--- src/rtl/accum_pkg.sv ---
// Shared request and sequencer types for the shift-accumulate code RAM and its
// upstream frame sequencer.
package accum_pkg;

    typedef enum logic [1:0] {
        READ       = 2'd0,
        WRITE      = 2'd1,
        WRITE_OVER = 2'd2,
        DISABLE    = 2'd3
    } accum_request_t;

    typedef enum logic [2:0] {
        IDLE     = 3'd0,
        WAIT_SOF = 3'd1,
        CAPTURE  = 3'd2,
        DRAIN    = 3'd3,
        READOUT  = 3'd4
    } seq_state_t;

    localparam int unsigned DRAIN_CYCLES = 3;

    // Saturated pixels lock their address out; otherwise frame 0 overwrites.
    function automatic accum_request_t capture_request(input logic first_frame,
                                                       input logic saturated);
        accum_request_t req;
        if (saturated) begin
            req = DISABLE;
        end else if (first_frame) begin
            req = WRITE_OVER;
        end else begin
            req = WRITE;
        end
        return req;
    endfunction

endpackage

--- src/rtl/pixel_index_counter.sv ---
// Index counter that saturates at DEPTH and flags whether the current index is
// a valid accumulator address. A clear with increment lands on 1.
module pixel_index_counter #(
    parameter  int DEPTH = 4096,
    localparam int AW    = $clog2(DEPTH)
) (
    input  logic          clk_in,
    input  logic          rst_n_in,
    input  logic          clr_in,
    input  logic          inc_in,
    output logic [AW-1:0] count_out,
    output logic          in_range_out
);

    localparam int CW = AW + 1;
    localparam logic [CW-1:0] DEPTH_C = CW'(DEPTH);

    logic [CW-1:0] count_r;

    // Index register: clear, saturating increment, or hold.
    always_ff @(posedge clk_in or negedge rst_n_in) begin
        if (!rst_n_in) begin
            count_r <= {CW{1'b0}};
        end else if (clr_in) begin
            count_r <= inc_in ? CW'(1'b1) : {CW{1'b0}};
        end else if (inc_in && (count_r < DEPTH_C)) begin
            count_r <= count_r + CW'(1'b1);
        end else begin
            count_r <= count_r;
        end
    end

    assign count_out    = count_r[AW-1:0];
    assign in_range_out = (count_r < DEPTH_C);

endmodule

--- src/rtl/accum_frame_sequencer.sv ---
// Capture/readout request sequencer for the shift-accumulate code RAM.
// Optional feature macro: ACCUM_SAT_DISABLE_EN (saturated pixels issue DISABLE).
module accum_frame_sequencer
    import accum_pkg::*;
#(
    parameter int DEPTH      = 4096,
    parameter int NUM_FRAMES = 8,
    parameter int LUMA_W     = 8
) (
    input  logic                     clk_in,
    input  logic                     rst_n_in,
    input  logic                     start_in,
    input  logic                     abort_in,
    input  logic                     sof_in,
    input  logic                     pixel_valid_in,
    input  logic [LUMA_W-1:0]        luma_in,
    input  logic [LUMA_W-1:0]        on_thresh_in,
    input  logic [LUMA_W-1:0]        sat_thresh_in,
    input  logic                     readout_ready_in,
    output logic [$clog2(DEPTH)-1:0] addr_out,
    output logic                     summand_out,
    output accum_request_t           request_type_out,
    output logic                     request_valid_out,
    output logic                     busy_out,
    output logic                     done_out
);

    localparam int AW = $clog2(DEPTH);
    localparam int FW = $clog2(NUM_FRAMES + 1);
    localparam logic [FW-1:0] LAST_FRAME = FW'(NUM_FRAMES - 1);
    localparam logic [1:0]    DRAIN_LAST = 2'(DRAIN_CYCLES - 1);

    seq_state_t     state_r;
    logic [FW-1:0]  frame_r;
    logic [1:0]     drain_r;
    logic [AW-1:0]  addr_r;
    logic           summand_r;
    accum_request_t type_r;
    logic           valid_r;
    logic           busy_r;
    logic           done_r;

    logic [AW-1:0]  cnt_s;
    logic           cnt_in_range_s;
    logic           cnt_clr_s;
    logic           cnt_inc_s;
    logic           pix_sof_s;
    logic           pix_take_s;
    logic [AW-1:0]  pix_idx_s;
    logic           pix_in_range_s;
    logic           first_frame_s;
    logic           end_capture_s;
    logic           readout_go_s;
    logic           sat_s;

`ifdef ACCUM_SAT_DISABLE_EN
    assign sat_s = (luma_in >= sat_thresh_in);
`else
    logic unused_sat_s;
    assign sat_s        = 1'b0;
    assign unused_sat_s = ^sat_thresh_in;
`endif

    // Pixel qualification and shared index-counter control.
    always_comb begin
        pix_sof_s = sof_in && pixel_valid_in;
        case (state_r)
            WAIT_SOF: pix_take_s = pix_sof_s;
            CAPTURE:  pix_take_s = pixel_valid_in;
            default:  pix_take_s = 1'b0;
        endcase
        end_capture_s = (state_r == CAPTURE) && pix_sof_s && (frame_r == LAST_FRAME);
        if (pix_sof_s) begin
            pix_idx_s      = {AW{1'b0}};
            pix_in_range_s = 1'b1;
        end else begin
            pix_idx_s      = cnt_s;
            pix_in_range_s = cnt_in_range_s;
        end
        if (state_r == WAIT_SOF) begin
            first_frame_s = 1'b1;
        end else if (pix_sof_s) begin
            first_frame_s = 1'b0;
        end else begin
            first_frame_s = (frame_r == {FW{1'b0}});
        end
        readout_go_s = (state_r == READOUT) && readout_ready_in && cnt_in_range_s;
        cnt_clr_s    = !abort_in && ((pix_take_s && pix_sof_s) ||
                                     ((state_r == DRAIN) && (drain_r == DRAIN_LAST)));
        cnt_inc_s    = !abort_in && (pix_take_s || readout_go_s);
    end

    pixel_index_counter #(.DEPTH(DEPTH)) u_index (
        .clk_in       (clk_in),
        .rst_n_in     (rst_n_in),
        .clr_in       (cnt_clr_s),
        .inc_in       (cnt_inc_s),
        .count_out    (cnt_s),
        .in_range_out (cnt_in_range_s)
    );

    // Sequencer FSM with registered request, busy and done outputs.
    always_ff @(posedge clk_in or negedge rst_n_in) begin
        if (!rst_n_in) begin
            state_r   <= IDLE;
            frame_r   <= {FW{1'b0}};
            drain_r   <= 2'd0;
            addr_r    <= {AW{1'b0}};
            summand_r <= 1'b0;
            type_r    <= READ;
            valid_r   <= 1'b0;
            busy_r    <= 1'b0;
            done_r    <= 1'b0;
        end else if (abort_in) begin
            state_r <= IDLE;
            valid_r <= 1'b0;
            busy_r  <= 1'b0;
            done_r  <= 1'b0;
        end else begin
            valid_r <= 1'b0;
            done_r  <= 1'b0;
            case (state_r)
                IDLE: begin
                    if (start_in) begin
                        frame_r <= {FW{1'b0}};
                        state_r <= WAIT_SOF;
                        busy_r  <= 1'b1;
                    end
                end
                WAIT_SOF, CAPTURE: begin
                    if (end_capture_s) begin
                        state_r <= DRAIN;
                        drain_r <= 2'd0;
                    end else if (pix_take_s) begin
                        state_r <= CAPTURE;
                        if ((state_r == CAPTURE) && pix_sof_s) begin
                            frame_r <= frame_r + FW'(1'b1);
                        end
                        if (pix_in_range_s) begin
                            valid_r   <= 1'b1;
                            addr_r    <= pix_idx_s;
                            summand_r <= (luma_in > on_thresh_in);
                            type_r    <= capture_request(first_frame_s, sat_s);
                        end
                    end
                end
                DRAIN: begin
                    if (drain_r == DRAIN_LAST) begin
                        state_r <= READOUT;
                    end else begin
                        drain_r <= drain_r + 2'd1;
                    end
                end
                READOUT: begin
                    if (cnt_in_range_s) begin
                        if (readout_ready_in) begin
                            valid_r   <= 1'b1;
                            addr_r    <= cnt_s;
                            summand_r <= 1'b0;
                            type_r    <= READ;
                        end
                    end else begin
                        done_r  <= 1'b1;
                        busy_r  <= 1'b0;
                        state_r <= IDLE;
                    end
                end
                default: begin
                    state_r <= IDLE;
                    busy_r  <= 1'b0;
                end
            endcase
        end
    end

    assign addr_out          = addr_r;
    assign summand_out       = summand_r;
    assign request_type_out  = type_r;
    assign request_valid_out = valid_r;
    assign busy_out          = busy_r;
    assign done_out          = done_r;

endmodule

--- config.mk ---
export PLATFORM = sky130hd
export DESIGN_NAME = accum_frame_sequencer
export DESIGN_NICKNAME = d
export VERILOG_FILES = /design/src/rtl/accum_pkg.sv /design/src/rtl/pixel_index_counter.sv /design/src/rtl/accum_frame_sequencer.sv
export SDC_FILE = /design/constraint.sdc
export NUM_CORES = 1
export LEC_CHECK = 0
export ABC_AREA = 1
export BUFFER_PORTS_ARGS = -buffer_cell sky130_fd_sc_hd__buf_2
export CORE_ASPECT_RATIO = 1.5
export CORE_MARGIN = 8
export CORE_UTILIZATION = 55
export CTS_BUF_LIST = sky130_fd_sc_hd__clkbuf_16
export DETAILED_ROUTE_END_ITERATION = 8
export GPL_TIMING_DRIVEN = 1
export PLACE_DENSITY = 0.79
export SLEW_MARGIN = 20
export SYNTH_ARGS = -nofsm -noshare
export SYNTH_HDL_FRONTEND = slang
export SYNTH_SLANG_ARGS = --single-unit
--- constraint.sdc ---
create_clock -name clk_in -period 3 [get_ports clk_in]
set_clock_uncertainty 0.2 [all_clocks]
set_input_delay 0.15 -clock clk_in [delete_from_list [all_inputs] [get_ports clk_in]]
set_output_delay 0.15 -clock clk_in [all_outputs]
set_load 0.02 [all_outputs]
==> results.yml <==
global_route:
  grt_start_max_net_pins: 41
  grt_pass1_vias: 2256
  grt_pass1_wl_um: 9720
  track_usage_pct: 16.9
  grt-ovfl-total: 0
  antenna_found_initial: 0
place:
  placed_area_sq_um: 2730
  place.gp.congestion: 0.889
  dp_hpwl_um: 4270
  dp_slack_ns: 0.913
  portBuffers: 40
  placedCellCount: 414
cts:
  ctsResizeCount: 0
  cts_setup_buffers: 0
  numCtsBuffers: 5
  clk_latency_ns: 0.28
  cts_hold_buf: 2
  path_clk_slew_ns: 0.06
  root_buffer: "clkbuf_16"
  clock-sinks: 40
  cts.path.max_buffers: 2
  cts_max_level: 2
  cts_tree: "yes"
route:
  drt_iter0_drc: 116
  wl_um: 5600
  drc: 0
  dr.pass1.iters: 4
  ant_nets: 0
  wire_per_inst_um: 13.2
  vias: 2287
  via_per_inst: 5.39
worst_setup_path:
  critPathTopFamily: "simple AND/OR/NAND/NOR gates"
  end_kind: "register"
  start_kind: "register"
  cp_cell_sequence: "nor2_1 > nand4_1 > nand3_2 > nand3_2 > nand2_2 > inv_1 > nand2_1 > nand2_1"
  slowest_delay_ns: 0.46
  path_max_fanout: 11
  slowest_stage: "dfrtp_1"
  criticalPathCategory: "reg2reg"
  cp.required_ns: 2.97
  crit_arrival_ns: 2.08
  worst-path-buf-inv: 1
cells_and_area:
  fill_cells: 390
  postLayoutCoreUtil_pct: 66.4
  final_area_sq_um: 2960
  drive_above_1_share_pct: 21.5
  areaGrowthSynthToFinish_pct: 17.2
  diodes: 0
  layoutNonFillerInstCount: 424
  seqCellArea_sq_um: 1000
  nets: 418
  multi_input_area_sq_um: 1340
floorplanning:
  core_sq_um: 4470
  die_area_sq_um: 7070
  start_util_pct: 56.6
  die_x_um: 71.4
  die_h_um: 99.1
  rows: 30
  io_pins: 49
sta:
  post-route-min-period_ns: 2.11
  max_freq_mhz: 474
  tightestPinTransition_ns: 0.866
  setup_ws_ns: 0.888
  hold_violations: 0
  period_share_pct: 70.4
  drv_slew: 0
  setup_viol: 0
  whs_ns: 0.0993
  tns_ns: 0
  rsz0062_at_grt: "false"
  timing.slew.headroom_pct: 42.3
synthesis:
  synth_area_per_cell_sq_um: 7.62
  synth_top_cell_by_area: "dfrtp_1"
  ys_seq_area_share_pct: 39.6
  synthTopCellsByCount: "nand2_1 (106), dfrtp_1 (40), nor2_1 (38), inv_1 (30), nand3_1 (26)"
  ys_async_sr_fraction_pct: 100
  synth_area_sq_um: 2530
  synthCells: 332
  netlist_top_cells_area: "dfrtp_1 (40%), nand2_1 (16%), ha_1 (5.9%)"
  synthDistinctLibCells: 27
  synth.most_common_cell: "nand2_1"
  ys_seq_elements: 40
  synth_flop_cell: "dfrtp_1"
  synthDominantCellAreaShare_pct: 39.6
  yosys_warnings: 0
  syn-num-nets: 375
  synth_edf_count: 0
pwr:
  power_density_nw_per_um2: 721
  cellLeakagePower_nw: 1.52
  peakVddDrop_mv: 0.438
  total_power_mw: 2.14
job:
  cap_violations: 0
status:
  run_status: "complete, no violations"
min_path:
  holdCritPathClass: "in2reg"
==> metal layers <==
metal	global-route usage, %	part of all wire, %
met1	16.9	38
met2	32.1	55
met3	2.74	3.7
met4	8.05	2.4
met5	0	0
==> worst register-to-register path, stage by stage, from the launching register on <==
cell     delay, ns
dfrtp_1       0.46
nor2_1        0.28
nand4_1       0.14
nand3_2       0.15
nand3_2       0.25
nand2_2       0.29
inv_1         0.11
nand2_1       0.07
nand2_1       0.05
==> cell usage in the layout, fill, tap and decap left out <==
master	count
nor2_1	38
and3_1	1
xor2_1	4
o21ai_0	11
dfrtp_1	40
dlygate4sd3_1	2
xnor2_1	5
inv_1	30
nor3_1	3
o211ai_1	1
a21oi_1	5
o21ai_2	15
nand3_4	1
o21a_1	1
ha_1	12
bufinv_16	3
o31ai_1	1
nand3_1	26
nand2_4	1
a31oi_1	1
inv_2	5
nor2_4	1
nand2_2	3
nand2_1	106
or2_2	1
nand4_1	8
clkbuf_16	5
buf_2	40
nand3_2	6
==> sequential cells by signal (all words and copies together), names as in the netlist <==
name and cells:
done_out 1, summand_out 1, busy_out 1, request_valid_out 1, request_type_out 2, state_r 3, addr_out 12, frame_r 4
drain_r 2, u_index.count_r 13
==> cell families after synthesis <==
kind of cell / count (synthesis) / synth area share, %
simple gates: 195 / 34.3
flops: 40 / 39.6
compound gates: 35 / 9.50
fa+ha+maj: 12 / 5.93
buf+inv: 41 / 7.62
xor+xnor: 9 / 3.12
==> path summary, 6_finish.rpt <==
check	cells past startpoint	from	to	slack, ns
max	8	state_r[0]$_DFFE_PN0P_	u_index.count_r[0]$_DFFE_PN0P_	0.89
min	5	on_thresh_in[0]	summand_out$_DFFE_PN0P_	0.1
max reg2reg	8	state_r[0]$_DFFE_PN0P_	u_index.count_r[0]$_DFFE_PN0P_	0.89
min reg2reg	2	addr_out[3]$_DFFE_PN0P_	addr_out[3]$_DFFE_PN0P_	0.27
max in group asynchronous	2	rst_n_in	u_index.count_r[8]$_DFFE_PN0P_	1.74
min in group asynchronous	2	rst_n_in	addr_out[3]$_DFFE_PN0P_	0.33
==> layout make-up <==
class | count | share of cell area [%]
Clock buffer | 5 | 4.22
Sequential cell | 40 | 33.8
Multi-Input combinational cell | 251 | 45.1
Tap cell | 48 | 2.03
Clock inverter | 3 | 3.04
Inverter | 35 | 4.43
Timing Repair Buffer | 42 | 7.43
==> power breakdown <==
group	switching, mW	leakage (nW)	internal (mW)
Combinational	0.414	0.876	0.215
Clock	0.207	0.104	0.560
Sequential	0.0992	0.544	0.641
(Power assumes the default switching activity.)
